### src/rtl/tc_pkg.sv
// Shared definitions for the memory-mapped timer/counter: FSM states, register map, CTRL fields.
package tc_pkg;

  typedef enum logic [1:0] {
    StIdle = 2'd0,
    StLoad = 2'd1,
    StCnt  = 2'd2,
    StInt  = 2'd3
  } tcState_e;

  localparam logic [1:0] AddrCtrl   = 2'd0;
  localparam logic [1:0] AddrPreset = 2'd1;
  localparam logic [1:0] AddrCount  = 2'd2;

  localparam int unsigned CtrlEnBit   = 0;
  localparam int unsigned CtrlModeLsb = 1;
  localparam int unsigned CtrlModeMsb = 2;
  localparam int unsigned CtrlImBit   = 3;
  localparam int unsigned CtrlW       = 4;

  localparam logic [1:0] ModeOneShot    = 2'b00;
  localparam logic [1:0] ModeAutoReload = 2'b01;

endpackage

### src/rtl/tc_prescaler.sv
// Tick generator for the timer: one tick every PRESCALE clocks while running, restarted on load.
module tc_prescaler #(
  parameter int unsigned PRESCALE = 4
) (
  input  logic clk,
  input  logic rst,
  input  logic restart,
  input  logic run,
  output logic tick
);

  localparam int unsigned PsW = (PRESCALE > 1) ? $clog2(PRESCALE) : 1;
  localparam logic [PsW-1:0] PsLast = PsW'(PRESCALE - 1);

  logic [PsW-1:0] psQ;

  assign tick = run && (psQ == PsLast);

  always_ff @(posedge clk or negedge rst) begin
    if (!rst) begin
      psQ <= '0;
    end else if (restart) begin
      psQ <= '0;
    end else if (run) begin
      psQ <= tick ? '0 : psQ + PsW'(1);
    end
  end

endmodule

### src/rtl/timer_counter.sv
// Memory-mapped down-counting timer with terminal-count interrupt, one-shot or auto-reload.
// Optional clock prescaler enabled by defining TC_PRESCALE_EN.
module timer_counter
  import tc_pkg::*;
#(
  parameter int unsigned CNT_W    = 32,
  parameter int unsigned PRESCALE = 4
) (
  input  logic        clk,
  input  logic        rst,
  input  logic [1:0]  addr,
  input  logic        we,
  input  logic [31:0] wd,
  output logic [31:0] rd,
  output logic        irq
);

  if (CNT_W == 0 || CNT_W > 32 || PRESCALE == 0) begin : gBadParam
    $error("timer_counter: CNT_W must be 1..32 and PRESCALE at least 1");
  end

  logic [CtrlW-1:0] ctrlQ;
  logic [CNT_W-1:0] presetQ;
  logic [CNT_W-1:0] countQ;
  logic             pendQ;
  tcState_e         stateQ;

  logic ctrlWr;
  logic presetWr;
  logic enNext;
  logic autoReload;
  logic tick;

  assign ctrlWr     = we && (addr == AddrCtrl);
  assign presetWr   = we && (addr == AddrPreset);
  assign autoReload = (ctrlQ[CtrlModeMsb:CtrlModeLsb] == ModeAutoReload);
  // IDLE reacts to the EN value being written so a start leaves IDLE on the write edge itself.
  assign enNext     = ctrlWr ? wd[CtrlEnBit] : ctrlQ[CtrlEnBit];

`ifdef TC_PRESCALE_EN
  logic psRestart;
  logic psRun;

  assign psRestart = (stateQ == StLoad);
  assign psRun     = (stateQ == StCnt);

  tc_prescaler #(
    .PRESCALE(PRESCALE)
  ) uPrescaler (
    .clk    (clk),
    .rst    (rst),
    .restart(psRestart),
    .run    (psRun),
    .tick   (tick)
  );
`else
  assign tick = 1'b1;
`endif

  always_ff @(posedge clk or negedge rst) begin
    if (!rst) begin
      ctrlQ   <= '0;
      presetQ <= '0;
      countQ  <= '0;
      pendQ   <= 1'b0;
      stateQ  <= StIdle;
    end else begin
      if (ctrlWr) begin
        ctrlQ <= wd[CtrlW-1:0];
        pendQ <= 1'b0;
      end
      if (presetWr) begin
        presetQ <= wd[CNT_W-1:0];
      end
      unique case (stateQ)
        StIdle: begin
          if (enNext) stateQ <= StLoad;
        end
        StLoad: begin
          countQ <= presetQ;
          stateQ <= StCnt;
        end
        StCnt: begin
          if (!ctrlQ[CtrlEnBit]) begin
            stateQ <= StIdle;
          end else if (countQ == '0) begin
            stateQ <= StInt;
          end else if (tick) begin
            countQ <= countQ - CNT_W'(1);
          end
        end
        StInt: begin
          if (autoReload) begin
            stateQ <= StLoad;
          end else begin
            // Terminal-count set beats a same-cycle CTRL write clear; written EN beats hw clear.
            pendQ  <= 1'b1;
            stateQ <= StIdle;
            if (!ctrlWr) ctrlQ[CtrlEnBit] <= 1'b0;
          end
        end
        default: stateQ <= StIdle;
      endcase
    end
  end

  always_comb begin
    rd = '0;
    case (addr)
      AddrCtrl:   rd = 32'(ctrlQ);
      AddrPreset: rd = 32'(presetQ);
      AddrCount:  rd = 32'(countQ);
      default:    rd = '0;
    endcase
  end

  assign irq = ctrlQ[CtrlImBit] & (pendQ | ((stateQ == StInt) & autoReload));

endmodule

### config.mk
export PLATFORM = sky130hd
export DESIGN_NAME = timer_counter
export DESIGN_NICKNAME = d
export VERILOG_FILES = /design/src/rtl/tc_pkg.sv /design/src/rtl/tc_prescaler.sv /design/src/rtl/timer_counter.sv
export SDC_FILE = /design/constraint.sdc
export NUM_CORES = 1
export LEC_CHECK = 0
export CORE_ASPECT_RATIO = 1.5
export CORE_MARGIN = 2
export CORE_UTILIZATION = 45
export CTS_CLUSTER_DIAMETER = 50
export DETAILED_ROUTE_END_ITERATION = 8
export GPL_TIMING_DRIVEN = 0
export MAX_ROUTING_LAYER = met4
export PLACE_DENSITY = 0.7
export SYNTH_ARGS = -nofsm -noshare
export SYNTH_HDL_FRONTEND = slang
export SYNTH_SLANG_ARGS = --single-unit
### constraint.sdc
create_clock -name clk -period 8.9 [get_ports clk]
set_clock_uncertainty 0.2 [all_clocks]
set_input_delay 1.78 -clock clk [delete_from_list [all_inputs] [get_ports clk]]
set_output_delay 1.78 -clock clk [all_outputs]
set_load 0.05 [all_outputs]
### After elaboration in Yosys (flattened, before gate mapping)

Cells that the tools add are included.

| operators by class | value |
|---|---|
| muxes and demuxes | 17 |
| bitwise operators | 3 |
| add/subtract/negate cells | 1 |
| eq/ne operators | 10 |
| reductions and logical operators | 8 |

Operators by type and width:

| kind | number |
|---|---|
| one-hot mux 32 bit (3 select lines) | 1 |
| two-way mux 32 bit | 2 |
| one-hot mux 32 bit (2 select lines) | 1 |
| logical NOT 32 bit | 1 |
| subtractor 32 x 1 -> 32 bit, second input constant | 1 |
| two-way mux 1 bit | 9 |
| one-hot mux 2 bit (4 select lines) | 1 |
| equality test 2 x 1 -> 1 bit, second input constant | 3 |
| equality test 2 bit, second input constant | 3 |
| two-way mux 2 bit | 3 |
| != test 2 bit, second input constant | 3 |
| logical NOT 2 bit | 2 |
| != test 3 bit, second input constant | 1 |
| AND reduction 3 bit | 1 |
| AND 1 bit | 2 |
| logical AND 1 bit | 2 |
| AND reduction 2 bit | 1 |
| nonzero test 2 bit | 1 |
| bitwise OR 1 bit | 1 |

| word-level totals | value |
|---|---|
| output and inout port bits | 33 |
| logic and storage cells | 45 |
| flip-flop bits (word level) | 71 |

### Longest topological paths before layout

| logic depth | value |
|---|---|
| depth in word-level cells | 6 |
| gate-level depth with buffers | 9 |
| gate-level depth less buffers | 7 |

### Least setup slack after synthesis

Ideal clock, no wire load.

| timing | value |
|---|---|
| kind | input-to-output |
| from | input addr[1] |
| to | output rd[0] |
| data required time | 6.920 ns |
| cell stages on the path | 3 |
| arrival | 3.269 ns |
| setup slack | 3.651 ns |
| path through | clkbuf_1 > mux2i_1 > o21ai_0 |

| between the ends | value |
|---|---|
| longest elaborated chain between the ends | 2 |
| elaborated cells on any way between the ends | 4 |
| those cells by class | 2 x eq/ne; 1 x mux; 1 x reduce/logical |

Ends and longest elaborated chain:

| item | RTL line | source |
|---|---|---|
| start: declaration | timer_counter.sv:11 | `input logic [1:0] addr,` |
| equality test 2 bit, or another cell as far along | timer_counter.sv:109 | `case (addr)` |
| one-hot mux 32 bit (3 select lines) (*) | timer_counter.sv:109 |  |
| end: declaration | timer_counter.sv:14 | `output logic [31:0] rd,` |

Every way passes the cells marked *; elsewhere a longest branch is shown, timed or not.

### Final worst setup path

| timing | value |
|---|---|
| from | input addr[0] |
| to | output rd[5] |

Same word-level chain as after synthesis.

==> metrics.cfg <==
[status]
status = complete, no violations

[route]
wl_met2_um = 6040
finalWirelength_um = 12000
dr.first_iter.drc_count = 345
remaining_drc_errors = 0
wl_per_cell_um = 19.6
met3WireLength_um = 800
ant_nets = 0
firstDrtPassIters = 5
top_layer_used = met4
wl_met1_um = 4800
viasPerCell = 6.21
vias = 3804

[pwr]
p_per_area_nw_per_um2 = 324
p_sw_mw = 0.719
peakVddDrop_mv = 0.148
internal_power_mw = 0.939
pwr-share-clk = 0.216
power_leakage_nw = 2.04
swShare = 0.434
pwr-share-comb = 0.451
seqPwrFrac = 0.332

[global_route]
grt_antenna_before_repair = 0
grt_pass1_wl_um = 19000
grt_use_total = 0.268
grt_pass1_vias = 3677
grt_max_degree = 50
grt_overflow = 0

[clock_tree]
clock_path_buffers = 2
post_cts_buffers = 0
cts_tree = yes
cts_hold_buffers = 0
root_buffer = clkbuf_16
clk_latency_ps = 340
numCtsBuffers = 9
cts_resized = 0
cts.clk_slew.worst_paths_ps = 50
clock_sinks = 71
htreeDepth = 3

[synth]
ys_seq_area_frac = 0.446
synth_xor_area_frac = 0
syn_area_per_cell_um2 = 9.53
yosysWarnings = 0
async_reset_ff_frac = 1.00
synth_top_family_by_area = compound AO/OA/AOI/OAI gates
synth_area_leaders = dfrtp_1 (45%), mux2_2 (9.0%), a22o_1 (7.0%)
synth-simple-area-share = 0.154
syn-cell-area_um2 = 3980
synth_fa_ha_area_frac = 0.00314
synth_mux_area_frac = 0.103
synth_edf_count = 0
synth_top_area_share = 0.446
ys_types = 48
yosys.area.top_type = dfrtp_1
syn_nets = 456
ys.flop_type = dfrtp_1
synthCells = 418
synth_compound_area_frac = 0.246
ys_ff_latch = 71

[worst_setup_path]
path_common_cell = clkdlybuf4s50_1
crit_fanout = 10
crit_slowest_cell = clkdlybuf4s50_1
critPathBufInv = 4
crit_chain = clkdlybuf4s50_1, nor2b_1, clkbuf_1, buf_1, a22o_1, clkdlybuf4s50_1
r2r_setup_slack_ps = 5200
critPathMaxStageDelay_ps = 800
endpoint_kind = primary output
crit_type = in2out
cp-start-kind = primary input
cp_top_family = buffers and inverters
critPathRequiredTime_ps = 6920
arrival_ps = 4600

[placed_design]
gp_congestion = 0.928
placed_cells = 597
dp_hpwl_um = 8340
port_buffers = 68

[layout]
syn_to_final_growth_pct = 28.5
fillers = 819
layout_common_cells = dfrtp_1 (71), clkdlybuf4s50_1 (67), nand2_1 (38)
drive_gt1_frac = 0.111
nNetsFinal = 536
finalNonFillerCells = 613
antenna_cells = 0
layout_commonest_cell = dfrtp_1

[timing]
setup_tns_ps = 0
worst_pin_slew_ps = 752
holdWs_ps = 311
fmax_ghz = 0.152
relSlewSlack = 0.497
setup_viol = 0
fin_crit_ps = 6580
final-hold-violation-count = 0
final_max_slew_viol_count = 0
grt_setup_unrepaired = no
finalCritPeriodShare = 0.739

[floorplanning]
fp.dieW_um = 80.8
rows = 42
dieArea_um2 = 9630
core_um2 = 8720
die_h_um = 119
initial_core_util = 0.457
io_pins = 70

[flow_run]
cap_violations = 0

[min_path]
min_path_type = reg2reg

[worst reg2reg max path, delay by kind of cell, from the launching register on]
kind            cells  cell delay (ps)
buf+inv             2              660
simple gates        3             1240
compound gates      2              840
fa+ha+maj           1              220
flops               1              400
[power groups by stage]
stage               sequential (mW)  clock [mW]  combinational, mW
detailed placement            0.552           0              0.735
global placement              0.548           0              0.718
global route                  0.568       0.378              0.805
finish                        0.551       0.359              0.749
floorplan                     0.515           0              0.528
CTS                           0.547       0.363              0.738
[Yosys cell counts, types with 5 or more instances]
cell and number:
o21ai_0 36, a21oi_1 29, nor3_1 13, nor2_1 29, clkbuf_1 27, nand2_1 38
nand3_1 5, inv_1 6, or3_1 9, a22o_1 32, mux2_2 32, nor4_1 7
nor2b_1 5, dfrtp_1 71, buf_1 5, mux2i_1 5
[through the flow]
step | util | power, mW | setup WS [ps] | cell area [um^2]
floorplan | - | 1.04 | 3650 | 3980
global placement | 0.550 | 1.27 | 2350 | 4800
detailed placement | 0.553 | 1.29 | 2360 | 4830
CTS | 0.587 | 1.65 | 2350 | 5120
global route | 0.587 | 1.75 | 2160 | 5120
finish | 0.587 | 1.66 | 2320 | 5120
[final cells by class]
type	instances	area, um^2	share of cell area
plain buffers	36	165	0.0323
clock buffers	12	246	0.0482
clock inverters	4	45.0	0.00880
inverters	6	22.5	0.00440
multi-input cells	305	2020	0.394
flip-flops and latches	71	1780	0.347
well taps	110	138	0.0269
repair buffers	69	706	0.138
[worst paths after layout]
kind                                       start                       to  cells past startpoint
setup / recovery                         addr[0]                    rd[5]                      6
hold / removal              ctrlQ[1]$_DFFE_PN0P_     ctrlQ[1]$_DFFE_PN0P_                      2
setup reg to reg           countQ[0]$_DFFE_PN0P_    countQ[5]$_DFFE_PN0P_                      8
hold reg to reg             ctrlQ[1]$_DFFE_PN0P_     ctrlQ[1]$_DFFE_PN0P_                      2
max in group asynchronous                    rst   presetQ[0]$_DFFE_PN0P_                      2
min in group asynchronous                    rst  presetQ[18]$_DFFE_PN0P_                      1
[sequential cells by signal, indices dropped and copies added (netlist names)]
register,cells
countQ,32
pendQ,1
stateQ,2
presetQ,32
ctrlQ,4
[cell families (layout without fill, tap and decap cells)]
| family | after synthesis | in the layout |
|---|---|---|
| AOI/OAI and AO/OA | 143 | 143 |
| and+or+nand+nor | 124 | 124 |
| DFF | 71 | 71 |
| buffers and inverters | 42 | 127 |
| muxes | 37 | 37 |
| adders and majority gates | 1 | 1 |
[per-layer routing]
metal,track usage,vias up
li1,-,1741
met1,0.334,1843
met2,0.421,190
met3,0.0462,30
met4,0.122,0
met5,-,-
Note: power is estimated with default switching activity, not from simulation.
